==> src/rtl/cpu_pkg.sv <==
// Shared types and sizing constants for the instruction-cache fill path.
// The block geometry below matches the default fill controller configuration.
package cpu_pkg;

  typedef enum logic {
    IDLE = 1'b0,
    FILL = 1'b1
  } fill_state_t;

  localparam int BLOCK_BYTES     = 16;
  localparam int WORDS_PER_BLOCK = 8;
  localparam int WORD_IDX_W      = 3;
  localparam int ADDR_W          = 16;

endpackage

==> src/rtl/fill_word_counter.sv <==
// Saturating up-counter with synchronous clear and terminal-count flag.
// Used once to count issued reads and once to count returned words.
module fill_word_counter #(
  parameter int WIDTH    = 4,
  parameter int TERMINAL = 8
) (
  input  logic             clk,
  input  logic             rst_n,
  input  logic             clr,
  input  logic             en,
  output logic [WIDTH-1:0] count,
  output logic             done
);

  assign done = (count == WIDTH'(TERMINAL));

  // NOTE: registered state is always assigned non-blocking so every flop samples pre-edge values.
  always_ff @(posedge clk or negedge rst_n) begin
    if (!rst_n) begin
      count <= '0;
    end else if (clr) begin
      count <= '0;
    end else if (en && !done) begin
      count <= count + WIDTH'(1);
    end
  end

endmodule

==> src/rtl/icache_fill_fsm.sv <==
// Instruction-cache miss handler: issues one read per block word back-to-back,
// steers returning words into the data array in order, then strobes the tag.
module icache_fill_fsm #(
  parameter int WORDS_PER_BLOCK = cpu_pkg::WORDS_PER_BLOCK,
  parameter int MEM_LATENCY     = 4,
  parameter int ADDR_WIDTH      = cpu_pkg::ADDR_W
) (
  input  logic                               clk,
  input  logic                               rst_n,
  input  logic                               miss_detected,
  input  logic [ADDR_WIDTH-1:0]              miss_address,
  input  logic                               memory_data_valid,
  input  logic [15:0]                        memory_data_in,
  output logic                               fsm_busy,
  output logic                               memory_read,
  output logic [ADDR_WIDTH-1:0]              memory_address,
  output logic                               write_data_array,
  output logic [$clog2(WORDS_PER_BLOCK)-1:0] data_word_idx,
  output logic [15:0]                        cache_data_out,
  output logic                               write_tag_array
);

  import cpu_pkg::*;

  localparam int IDX_W = $clog2(WORDS_PER_BLOCK);
  localparam int CNT_W = IDX_W + 1;
  localparam logic [ADDR_WIDTH-1:0] OFFSET_MASK = ADDR_WIDTH'(2 * WORDS_PER_BLOCK - 1);

  if (WORDS_PER_BLOCK < 2 || (WORDS_PER_BLOCK & (WORDS_PER_BLOCK - 1)) != 0) begin : g_bad_block
    $error("WORDS_PER_BLOCK must be a power of two of at least 2");
  end
  if (MEM_LATENCY < 1) begin : g_bad_latency
    $error("MEM_LATENCY must be at least 1");
  end

  fill_state_t           state, next_state;
  logic                  start;
  logic [CNT_W-1:0]      issue_cnt, return_cnt;
  logic                  issue_done, return_done;
  logic [CNT_W-1:0]      issue_sel;
  logic [ADDR_WIDTH-1:0] base_addr;

  always_ff @(posedge clk or negedge rst_n) begin
    if (!rst_n) begin
      state <= IDLE;
    end else begin
      state <= next_state;
    end
  end

  // NOTE: every signal driven here gets a default first, so no path can infer a latch.
  always_comb begin
    next_state       = state;
    start            = 1'b0;
    fsm_busy         = 1'b0;
    memory_read      = 1'b0;
    write_data_array = 1'b0;
    write_tag_array  = 1'b0;
    case (state)
      IDLE: begin
        // Gated by rst_n so a miss seen while reset is held cannot raise the stall.
        fsm_busy = rst_n & miss_detected;
        if (rst_n && miss_detected) begin
          start      = 1'b1;
          next_state = FILL;
        end
      end
      FILL: begin
        fsm_busy    = 1'b1;
        memory_read = !issue_done;
        if (memory_data_valid && !return_done) begin
          write_data_array = 1'b1;
          if (return_cnt == CNT_W'(WORDS_PER_BLOCK - 1)) begin
            write_tag_array = 1'b1;
            next_state      = IDLE;
          end
        end
      end
      default: next_state = IDLE;
    endcase
  end

  always_ff @(posedge clk or negedge rst_n) begin
    if (!rst_n) begin
      base_addr <= '0;
    end else if (start) begin
      base_addr <= miss_address & ~OFFSET_MASK;
    end
  end

  fill_word_counter #(.WIDTH(CNT_W), .TERMINAL(WORDS_PER_BLOCK)) u_issue_cnt (
    .clk   (clk),
    .rst_n (rst_n),
    .clr   (start),
    .en    (memory_read),
    .count (issue_cnt),
    .done  (issue_done)
  );

  fill_word_counter #(.WIDTH(CNT_W), .TERMINAL(WORDS_PER_BLOCK)) u_return_cnt (
    .clk   (clk),
    .rst_n (rst_n),
    .clr   (start),
    .en    (write_data_array),
    .count (return_cnt),
    .done  (return_done)
  );

  // Once all reads are out the address parks on the last word issued.
  assign issue_sel      = issue_done ? CNT_W'(WORDS_PER_BLOCK - 1) : issue_cnt;
  assign memory_address = base_addr + (ADDR_WIDTH'(issue_sel) << 1);
  assign data_word_idx  = write_data_array ? return_cnt[IDX_W-1:0] : '0;
  assign cache_data_out = write_data_array ? memory_data_in : '0;

endmodule

==> config.mk <==
export PLATFORM = sky130hd
export DESIGN_NAME = icache_fill_fsm
export DESIGN_NICKNAME = d
export VERILOG_FILES = /design/src/rtl/cpu_pkg.sv /design/src/rtl/fill_word_counter.sv /design/src/rtl/icache_fill_fsm.sv
export SDC_FILE = /design/constraint.sdc
export NUM_CORES = 1
export LEC_CHECK = 0
export ABC_AREA = 1
export BUFFER_PORTS_ARGS = -buffer_cell sky130_fd_sc_hd__buf_2
export CORE_MARGIN = 2
export CORE_UTILIZATION = 49
export CTS_CLUSTER_SIZE = 16
export DETAILED_ROUTE_END_ITERATION = 12
export MAX_ROUTING_LAYER = met4
export PLACE_DENSITY = 0.86
export SETUP_SLACK_MARGIN = 0.2
export SYNTH_ARGS = -nofsm -noshare
export SYNTH_HDL_FRONTEND = slang
export SYNTH_SLANG_ARGS = --single-unit
==> constraint.sdc <==
create_clock -name clk -period 3.24 [get_ports clk]
set_input_delay 0.324 -clock clk [delete_from_list [all_inputs] [get_ports clk]]
set_output_delay 0.324 -clock clk [all_outputs]
set_load 0.02 [all_outputs]
==> impl_metrics.prom, run 1 <==
# TYPE chip_impl_metric gauge
chip_impl_metric{name="sum_neg_setup_slack",unit="ns"} 0
chip_impl_metric{name="routed_wl",unit="um"} 3260
chip_impl_metric{name="synthMuxAreaShare",unit="%"} 0
chip_impl_metric{name="route.layer.met1.wl",unit="um"} 1430
chip_impl_metric{name="cell_count_after_synthesis",unit=""} 203
chip_impl_info{name="cell_type_with_the_largest_total_area_after_synthesis",value="sky130_fd_sc_hd__dfrtp_1"} 1
chip_impl_metric{name="setup-violations-final",unit=""} 0
chip_impl_info{name="topRoutingLayerUsed",value="met4"} 1
chip_impl_metric{name="antenna-diode-count",unit=""} 0
chip_impl_metric{name="layout.cell_area.non_filler",unit="um^2"} 1830
chip_impl_metric{name="detailedPlacementHpwl",unit="um"} 2510
chip_impl_metric{name="hold_viol",unit=""} 0
chip_impl_metric{name="synth-simple-area-share",unit="%"} 34.9
chip_impl_metric{name="max_cap_viol_count",unit=""} 0
chip_impl_metric{name="final_antenna_net_count",unit=""} 0
chip_impl_metric{name="fp.dieArea",unit="um^2"} 3400
chip_impl_metric{name="yosys_warnings",unit=""} 0
chip_impl_metric{name="timing_max_transition_violations_final",unit=""} 0
chip_impl_metric{name="viasPerCell",unit=""} 4.65
chip_impl_metric{name="tritoncts_num_sinks",unit=""} 21
chip_impl_metric{name="powerDensity",unit="nW/um^2"} 850
chip_impl_metric{name="vias",unit=""} 1413
chip_impl_metric{name="netlist_cell_types",unit=""} 25
chip_impl_metric{name="starting_density_of_the_core",unit="%"} 52.0
chip_impl_metric{name="fp.dieW",unit="um"} 58.3
chip_impl_info{name="combinational_family_with_the_most_area_after_synthesis",value="simple AND/OR/NAND/NOR gates"} 1
chip_impl_metric{name="detailedPlace.worstSlack",unit="ns"} 0.909
chip_impl_info{name="worst_setup_path_startpoint",value="u_issue_cnt.count[0]"} 1
chip_impl_metric{name="postPlaceCellArea",unit="um^2"} 1790
chip_impl_metric{name="post-route-worst-setup-slack",unit="ns"} 0.527
chip_impl_metric{name="regArea",unit="um^2"} 526
chip_impl_metric{name="cts_h_tree_depth",unit=""} 1
chip_impl_metric{name="flow.area_growth_from_synthesis",unit="%"} 26.5
chip_impl_info{name="holdCritPathClass",value="in2reg"} 1
chip_impl_metric{name="clock_latency",unit="ns"} 0.32
chip_impl_metric{name="rows",unit=""} 19
chip_impl_metric{name="coreArea",unit="um^2"} 2780
chip_impl_metric{name="grt_usage",unit="%"} 20.2
chip_impl_metric{name="grt_antenna_before_repair",unit=""} 0
chip_impl_metric{name="drt_iter0_markers",unit=""} 40
chip_impl_metric{name="met3_wirelength",unit="um"} 142
chip_impl_metric{name="yosysSeqAreaShare",unit="%"} 36.4
chip_impl_metric{name="post_synth_xor_area_fraction",unit="%"} 5.45
chip_impl_metric{name="place.port_buffers",unit=""} 69
chip_impl_metric{name="finalWeightedCongestion",unit=""} 0.878
chip_impl_metric{name="worst_setup_hold_path_clk_slew",unit="ns"} 0.14
chip_impl_metric{name="final_worst_path_period_share",unit="%"} 83.7
chip_impl_info{name="status",value="completed"} 1
chip_impl_metric{name="drive_above_1_share",unit="%"} 35.2
chip_impl_metric{name="power.static_leakage",unit="uW"} 0.00111
chip_impl_metric{name="fillerInstances",unit=""} 262
chip_impl_metric{name="syn-cell-area",unit="um^2"} 1450
chip_impl_info{name="r2r_start",value="u_return_cnt.count[0]"} 1
chip_impl_metric{name="synth_seq_cells",unit=""} 21
chip_impl_metric{name="globalRouteOverflowTotal",unit=""} 0
chip_impl_metric{name="required_worst_endpoint",unit="ns"} 2.92
chip_impl_metric{name="multiInputGateArea",unit="um^2"} 731
chip_impl_metric{name="skew",unit="ns"} 0.00137
chip_impl_info{name="layout.cells.most_common",value="sky130_fd_sc_hd__buf_2"} 1
chip_impl_metric{name="route.detailed.drc",unit=""} 0
chip_impl_metric{name="synth_top_cell_area_share",unit="%"} 36.4
chip_impl_info{name="crit_type",value="reg2out"} 1
chip_impl_metric{name="final_worst_path_period_need",unit="ns"} 2.71
chip_impl_metric{name="top_level_ports",unit=""} 75
chip_impl_metric{name="routedWlPerCell",unit="um"} 10.7
chip_impl_metric{name="drt_pass1_iterations",unit=""} 4
chip_impl_metric{name="synthAdderAreaFrac",unit="%"} 5.19
chip_impl_metric{name="via_count_of_the_first_global_routing_pass",unit=""} 1258
chip_impl_metric{name="maximum_number_of_pins_on_one_net_before_global_route_repair",unit=""} 23
chip_impl_info{name="setup_repair_after_global_routing_missed_its_margin",value="false"} 1
chip_impl_metric{name="cp_data_arrival_time",unit="ns"} 2.39
chip_impl_metric{name="synth_compound_gate_area_share",unit="%"} 4.76
chip_impl_metric{name="layout.nets",unit=""} 316
chip_impl_metric{name="wl_met2",unit="um"} 1660
chip_impl_metric{name="first_pass_grt_wire_length",unit="um"} 5260
chip_impl_metric{name="fmaxAchievable",unit="MHz"} 369
chip_impl_metric{name="cts_max_path_buffers",unit=""} 2
chip_impl_metric{name="finalPower",unit="uW"} 1550
chip_impl_info{name="worst_setup_path_end_kind",value="output pin"} 1
chip_impl_info{name="timing.hold.worst.start",value="miss_address[8]"} 1
chip_impl_metric{name="synthesis.area_per_instance",unit="um^2"} 7.12
chip_impl_info{name="clock_tree_from_tritoncts",value="yes"} 1
chip_impl_metric{name="clock_buffers_created_by_tritoncts",unit=""} 3
chip_impl_metric{name="die_height",unit="um"} 58.3
chip_impl_metric{name="postSynthNetCount",unit=""} 245
chip_impl_info{name="cts.root.buffer_cell",value="sky130_fd_sc_hd__clkbuf_4"} 1
chip_impl_info{name="final_cell_mix",value="sky130_fd_sc_hd__buf_2, sky130_fd_sc_hd__nand2_1, sky130_fd_sc_hd__inv_1"} 1
chip_impl_info{name="synthTopCellsByArea",value="sky130_fd_sc_hd__dfrtp_1, sky130_fd_sc_hd__nand2_1, sky130_fd_sc_hd__inv_1"} 1
chip_impl_metric{name="path_max_fanout",unit=""} 4
chip_impl_metric{name="max_vdd_drop",unit="mV"} 0.672
chip_impl_info{name="setup.worst_path.start_class",value="register"} 1
synth_stat cells:
library cell               instances
sky130_fd_sc_hd__xnor2_1           2
sky130_fd_sc_hd__nor2_2           12
sky130_fd_sc_hd__o21ai_0           9
sky130_fd_sc_hd__nand2_1          58
sky130_fd_sc_hd__o22ai_1           1
sky130_fd_sc_hd__nand3_2           2
sky130_fd_sc_hd__conb_1            1
sky130_fd_sc_hd__nor3_2            1
sky130_fd_sc_hd__nor2_4            1
sky130_fd_sc_hd__a21oi_1           1
sky130_fd_sc_hd__buf_4             2
sky130_fd_sc_hd__nor2_1           22
sky130_fd_sc_hd__dfrtp_1          21
sky130_fd_sc_hd__o21ai_1           1
sky130_fd_sc_hd__inv_1            34
sky130_fd_sc_hd__inv_2             2
sky130_fd_sc_hd__nand2_4           1
sky130_fd_sc_hd__a21boi_0          1
sky130_fd_sc_hd__nand4_1           3
sky130_fd_sc_hd__buf_6             3
sky130_fd_sc_hd__nand2_2           2
sky130_fd_sc_hd__xor2_1            7
sky130_fd_sc_hd__clkinv_2          1
sky130_fd_sc_hd__nand3_1           9
sky130_fd_sc_hd__ha_1              6
through the flow:
stage	hold WS, ns	instances	utilization [%]
2_1_floorplan	0.0284	203	-
3_3_place_gp	0.309	299	64.3
3_5_place_dp	0.320	299	64.3
4_1_cts	0.190	304	65.7
5_1_grt	0.193	304	65.7
6_report	0.184	304	65.7
where the power goes:
group          switching [uW]  leakage (uW)  total [uW]  internal, uW
clock                    95.6     0.0000139         143          47.3
combinational             598      0.000854         914           316
sequential                115      0.000247         497           382
total                     809       0.00111        1550           745
metal layers:
metal / up-vias / track usage, %
li1: 747 / -
met1: 630 / 26.2
met2: 31 / 34.0
met3: 5 / 2.86
met4: 0 / 3.99
met5: - / -
logic make-up (layout without fill, tap and decap cells):
| group | Yosys count | after routing |
|---|---|---|
| buf+inv | 42 | 112 |
| simple gates | 111 | 111 |
| xor+xnor | 9 | 9 |
| fa+ha+maj | 6 | 6 |
| compound gates | 13 | 13 |
| other cells | 1 | 1 |
| flops | 21 | 21 |
final cells by class:
type	count	area share [%]
flip-flops and latches	21	28.7
multi-input cells	140	40.0
repair buffers	71	19.8
inverters	37	7.67
clock inverters	1	0.411
well taps	31	2.12
clock buffers	3	1.23
state kept, by name, summed over array words and instances, names as in the netlist:
register	count
base_addr	12
u_issue_cnt.count	4
state	1
u_return_cnt.count	4
worst max-delay path, stage by stage (launching register included):
cell                       delay [ns]
sky130_fd_sc_hd__dfrtp_1         0.40
sky130_fd_sc_hd__inv_1           0.09
sky130_fd_sc_hd__ha_1            0.22
sky130_fd_sc_hd__a21boi_0        0.21
sky130_fd_sc_hd__ha_1            0.27
sky130_fd_sc_hd__ha_1            0.23
sky130_fd_sc_hd__nand3_2         0.11
sky130_fd_sc_hd__inv_1           0.07
sky130_fd_sc_hd__nand2_1         0.10
sky130_fd_sc_hd__nor2_1          0.10
sky130_fd_sc_hd__nand2_1         0.05
sky130_fd_sc_hd__nand2_1         0.06
sky130_fd_sc_hd__buf_2           0.15
final timing paths:
check | depth (start not counted) | endpoint | slack [ns]
worst max-delay path | 12 | memory_address[14] | 0.53
worst min-delay path | 3 | base_addr[8] | 0.18
worst max register to register | 7 | u_return_cnt.count[0] | 1.80
worst min register to register | 2 | base_addr[4] | 0.51
max in group asynchronous | 3 | u_issue_cnt.count[2] | 2.52
min in group asynchronous | 3 | base_addr[7] | 0.50
repair_timing:
item,in CTS,in global routing
endpoints found under the hold margin,21,0
buffers inserted,0,0
resized for setup,0,0
hold buffers,1,0
Power figures use the tool's default switching activity.
==> run 2: changes to the inputs <==
--- a/config.mk
+++ b/config.mk
@@ -8,11 +8,11 @@
 export ABC_AREA = 1
 export BUFFER_PORTS_ARGS = -buffer_cell sky130_fd_sc_hd__buf_2
 export CORE_MARGIN = 2
-export CORE_UTILIZATION = 49
+export CORE_UTILIZATION = 45
 export CTS_CLUSTER_SIZE = 16
 export DETAILED_ROUTE_END_ITERATION = 12
 export MAX_ROUTING_LAYER = met4
-export PLACE_DENSITY = 0.86
+export PLACE_DENSITY = 0.8
 export SETUP_SLACK_MARGIN = 0.2
 export SYNTH_ARGS = -nofsm -noshare
 export SYNTH_HDL_FRONTEND = slang
==> constraint.sdc (replaced) <==
create_clock -name clk -period 2.8 [get_ports clk]
set_input_delay 0.28 -clock clk [delete_from_list [all_inputs] [get_ports clk]]
set_output_delay 0.28 -clock clk [all_outputs]
set_load 0.02 [all_outputs]
==> impl_metrics.prom, run 2 (same netlist as run 1, synthesis figures left out) <==
# TYPE chip_impl_metric gauge
chip_impl_info{name="status",value="completed"} 1
chip_impl_metric{name="drt_pass1_iterations",unit=""} 4
chip_impl_metric{name="clock_buffers_created_by_tritoncts",unit=""} 3
chip_impl_metric{name="cts_max_path_buffers",unit=""} 2
chip_impl_metric{name="finalPower",unit="uW"} 1820
chip_impl_info{name="worst_setup_path_startpoint",value="u_issue_cnt.count[0]"} 1
chip_impl_metric{name="viasPerCell",unit=""} 4.37
chip_impl_metric{name="fp.dieArea",unit="um^2"} 3680
chip_impl_metric{name="globalRouteOverflowTotal",unit=""} 0
chip_impl_metric{name="maximum_number_of_pins_on_one_net_before_global_route_repair",unit=""} 23
chip_impl_metric{name="first_pass_grt_wire_length",unit="um"} 4810
chip_impl_metric{name="drive_above_1_share",unit="%"} 37.3
chip_impl_info{name="largest_register",value="base_addr"} 1
chip_impl_info{name="crit_chain",value="inv_2, ha_1, a21boi_2, ha_2, ha_2, nand3_2, inv_1, nand2_2, nor2_1, nand2_1, nand2_1, buf_4"} 1
chip_impl_metric{name="flow.area_growth_from_synthesis",unit="%"} 29.9
chip_impl_metric{name="grt_antenna_before_repair",unit=""} 0
chip_impl_metric{name="final_worst_path_period_need",unit="ns"} 2.45
chip_impl_metric{name="hold_viol",unit=""} 0
chip_impl_metric{name="setup-violations-final",unit=""} 0
chip_impl_metric{name="delay_of_the_slowest_critical_path_stage",unit="ns"} 0.40
chip_impl_metric{name="layout.nets",unit=""} 319
chip_impl_metric{name="max_cap_viol_count",unit=""} 0
chip_impl_metric{name="critPathBufInv",unit=""} 3
chip_impl_metric{name="skew",unit="ns"} 0.00461
chip_impl_metric{name="largest_reg_flops",unit=""} 12
chip_impl_info{name="cts.root.buffer_cell",value="sky130_fd_sc_hd__clkbuf_4"} 1
chip_impl_metric{name="finalWeightedCongestion",unit=""} 0.821
chip_impl_metric{name="final_antenna_net_count",unit=""} 0
chip_impl_metric{name="routed_wl",unit="um"} 3140
chip_impl_info{name="worst_setup_path_end_kind",value="output pin"} 1
chip_impl_metric{name="clock_latency",unit="ns"} 0.30
chip_impl_metric{name="cts_h_tree_depth",unit=""} 1
chip_impl_metric{name="starting_density_of_the_core",unit="%"} 47.3
chip_impl_metric{name="top_level_ports",unit=""} 75
chip_impl_metric{name="power.static_leakage",unit="uW"} 0.00113
chip_impl_info{name="timing.hold.worst.start",value="miss_address[6]"} 1
chip_impl_info{name="largest_registers_in_the_final_layout",value="base_addr x12, u_issue_cnt.count x4, u_return_cnt.count x4"} 1
chip_impl_info{name="layout.cells.most_common",value="sky130_fd_sc_hd__buf_2"} 1
chip_impl_metric{name="routedWlPerCell",unit="um"} 9.81
chip_impl_metric{name="powerDensity",unit="nW/um^2"} 970
chip_impl_metric{name="place.port_buffers",unit=""} 69
chip_impl_metric{name="max_vdd_drop",unit="mV"} 0.407
chip_impl_metric{name="required_worst_endpoint",unit="ns"} 2.52
chip_impl_metric{name="sum_neg_setup_slack",unit="ns"} 0
chip_impl_metric{name="drt_iter0_markers",unit=""} 61
chip_impl_metric{name="via_count_of_the_first_global_routing_pass",unit=""} 1154
chip_impl_metric{name="die_height",unit="um"} 60.7
chip_impl_metric{name="coreArea",unit="um^2"} 3050
chip_impl_info{name="holdCritPathClass",value="in2reg"} 1
chip_impl_info{name="final_cell_mix",value="sky130_fd_sc_hd__buf_2, sky130_fd_sc_hd__nand2_1, sky130_fd_sc_hd__inv_1"} 1
chip_impl_metric{name="path_max_fanout",unit=""} 4
chip_impl_metric{name="route.detailed.drc",unit=""} 0
chip_impl_info{name="setup_repair_after_global_routing_missed_its_margin",value="false"} 1
chip_impl_metric{name="tritoncts_num_sinks",unit=""} 21
chip_impl_metric{name="vias",unit=""} 1399
chip_impl_metric{name="fmaxAchievable",unit="MHz"} 408
chip_impl_info{name="setup.worst_path.start_class",value="register"} 1
chip_impl_metric{name="cp_data_arrival_time",unit="ns"} 2.17
chip_impl_info{name="clock_tree_from_tritoncts",value="yes"} 1
chip_impl_info{name="crit_type",value="reg2out"} 1
chip_impl_metric{name="rows",unit=""} 20
chip_impl_metric{name="fp.dieW",unit="um"} 60.7
chip_impl_metric{name="antenna-diode-count",unit=""} 0
chip_impl_metric{name="worst_setup_hold_path_clk_slew",unit="ns"} 0.11
chip_impl_info{name="cpMaxStageDelayCell",value="sky130_fd_sc_hd__dfrtp_1"} 1
chip_impl_metric{name="grt_usage",unit="%"} 17.9
chip_impl_metric{name="detailedPlacementHpwl",unit="um"} 2470
chip_impl_metric{name="final_worst_path_period_share",unit="%"} 87.6
chip_impl_metric{name="timing_max_transition_violations_final",unit=""} 0
chip_impl_info{name="r2r_start",value="u_return_cnt.count[0]"} 1
chip_impl_info{name="cpLargestDelayFamily",value="adder cells"} 1
==> run 2: cell count changes in the layout (fill, tap and decap cells not counted) <==
cell / change
sky130_fd_sc_hd__a21boi_0: -1
sky130_fd_sc_hd__a21boi_2: +1
sky130_fd_sc_hd__nand2_1: -1
sky130_fd_sc_hd__clkbuf_1: +1
sky130_fd_sc_hd__inv_2: +1
sky130_fd_sc_hd__inv_1: -1
sky130_fd_sc_hd__ha_1: -2
sky130_fd_sc_hd__nand2_2: +1
sky130_fd_sc_hd__ha_2: +2
sky130_fd_sc_hd__buf_2: -1
sky130_fd_sc_hd__buf_4: +4
sky130_fd_sc_hd__clkinvlp_4: -1
==> run 2: worst reg2reg max path, cell delays in order (launching register included) <==
cell	delay (ns)
sky130_fd_sc_hd__dfrtp_1	0.43
sky130_fd_sc_hd__inv_1	0.10
sky130_fd_sc_hd__ha_1	0.19
sky130_fd_sc_hd__nand3_2	0.11
sky130_fd_sc_hd__nand2_4	0.25
sky130_fd_sc_hd__inv_2	0.10
sky130_fd_sc_hd__nor2_1	0.09
sky130_fd_sc_hd__nor2_1	0.05
==> run 2: layout make-up <==
class / count / area, um^2
Timing Repair Buffer: 74 / 388
Multi-Input combinational cell: 140 / 742
Tap cell: 44 / 55.1
Sequential cell: 21 / 526
Clock buffer: 4 / 26.3
Inverter: 37 / 140
Fill cell: 310 / 1180
==> run 2: per-layer routing <==
metal | track usage [%] | vias to the layer above | routed length (um)
met5 | - | - | 0
met4 | 5.59 | 0 | 28
met3 | 4.69 | 4 | 164
met2 | 28.3 | 34 | 1630
met1 | 22.6 | 608 | 1310
li1 | - | 753 | -
==> run 2: worst paths after layout <==
kind	depth (start not counted)	slack, ns	endpoint
max	12	0.35	memory_address[14]
min	3	0.17	base_addr[6]
max reg2reg	7	1.38	u_return_cnt.count[0]
min reg2reg	2	0.50	base_addr[4]
max in group asynchronous	3	2.07	state
min in group asynchronous	3	0.52	u_issue_cnt.count[3]
==> run 2: power by group <==
| part | switching, uW | internal, uW |
|---|---|---|
| Combinational | 701 | 401 |
| Clock | 88.5 | 55.6 |
| Sequential | 133 | 443 |
| Total | 922 | 899 |
==> run 2: per-stage QoR <==
step           cells  setup WS (ns)  hold slack (ns)  utilization [%]  area, um^2
4_1_cts          317          0.236            0.153             60.4        1840
3_5_place_dp     312          0.508            0.321             59.1        1800
2_1_floorplan    203          0.746          -0.0156                -        1450
6_report         320          0.348            0.168             61.5        1880
5_1_grt          320          0.209            0.151             61.5        1880
3_3_place_gp     312          0.595            0.322             59.1        1800
==> run 2: repair_timing <==
item	CTS	global route
setup endpoints to repair	1	3
setup buffers	0	3
hold buffers	1	0
endpoints found under the hold margin	21	0
pin swaps	0	1
gates resized for setup	2	5
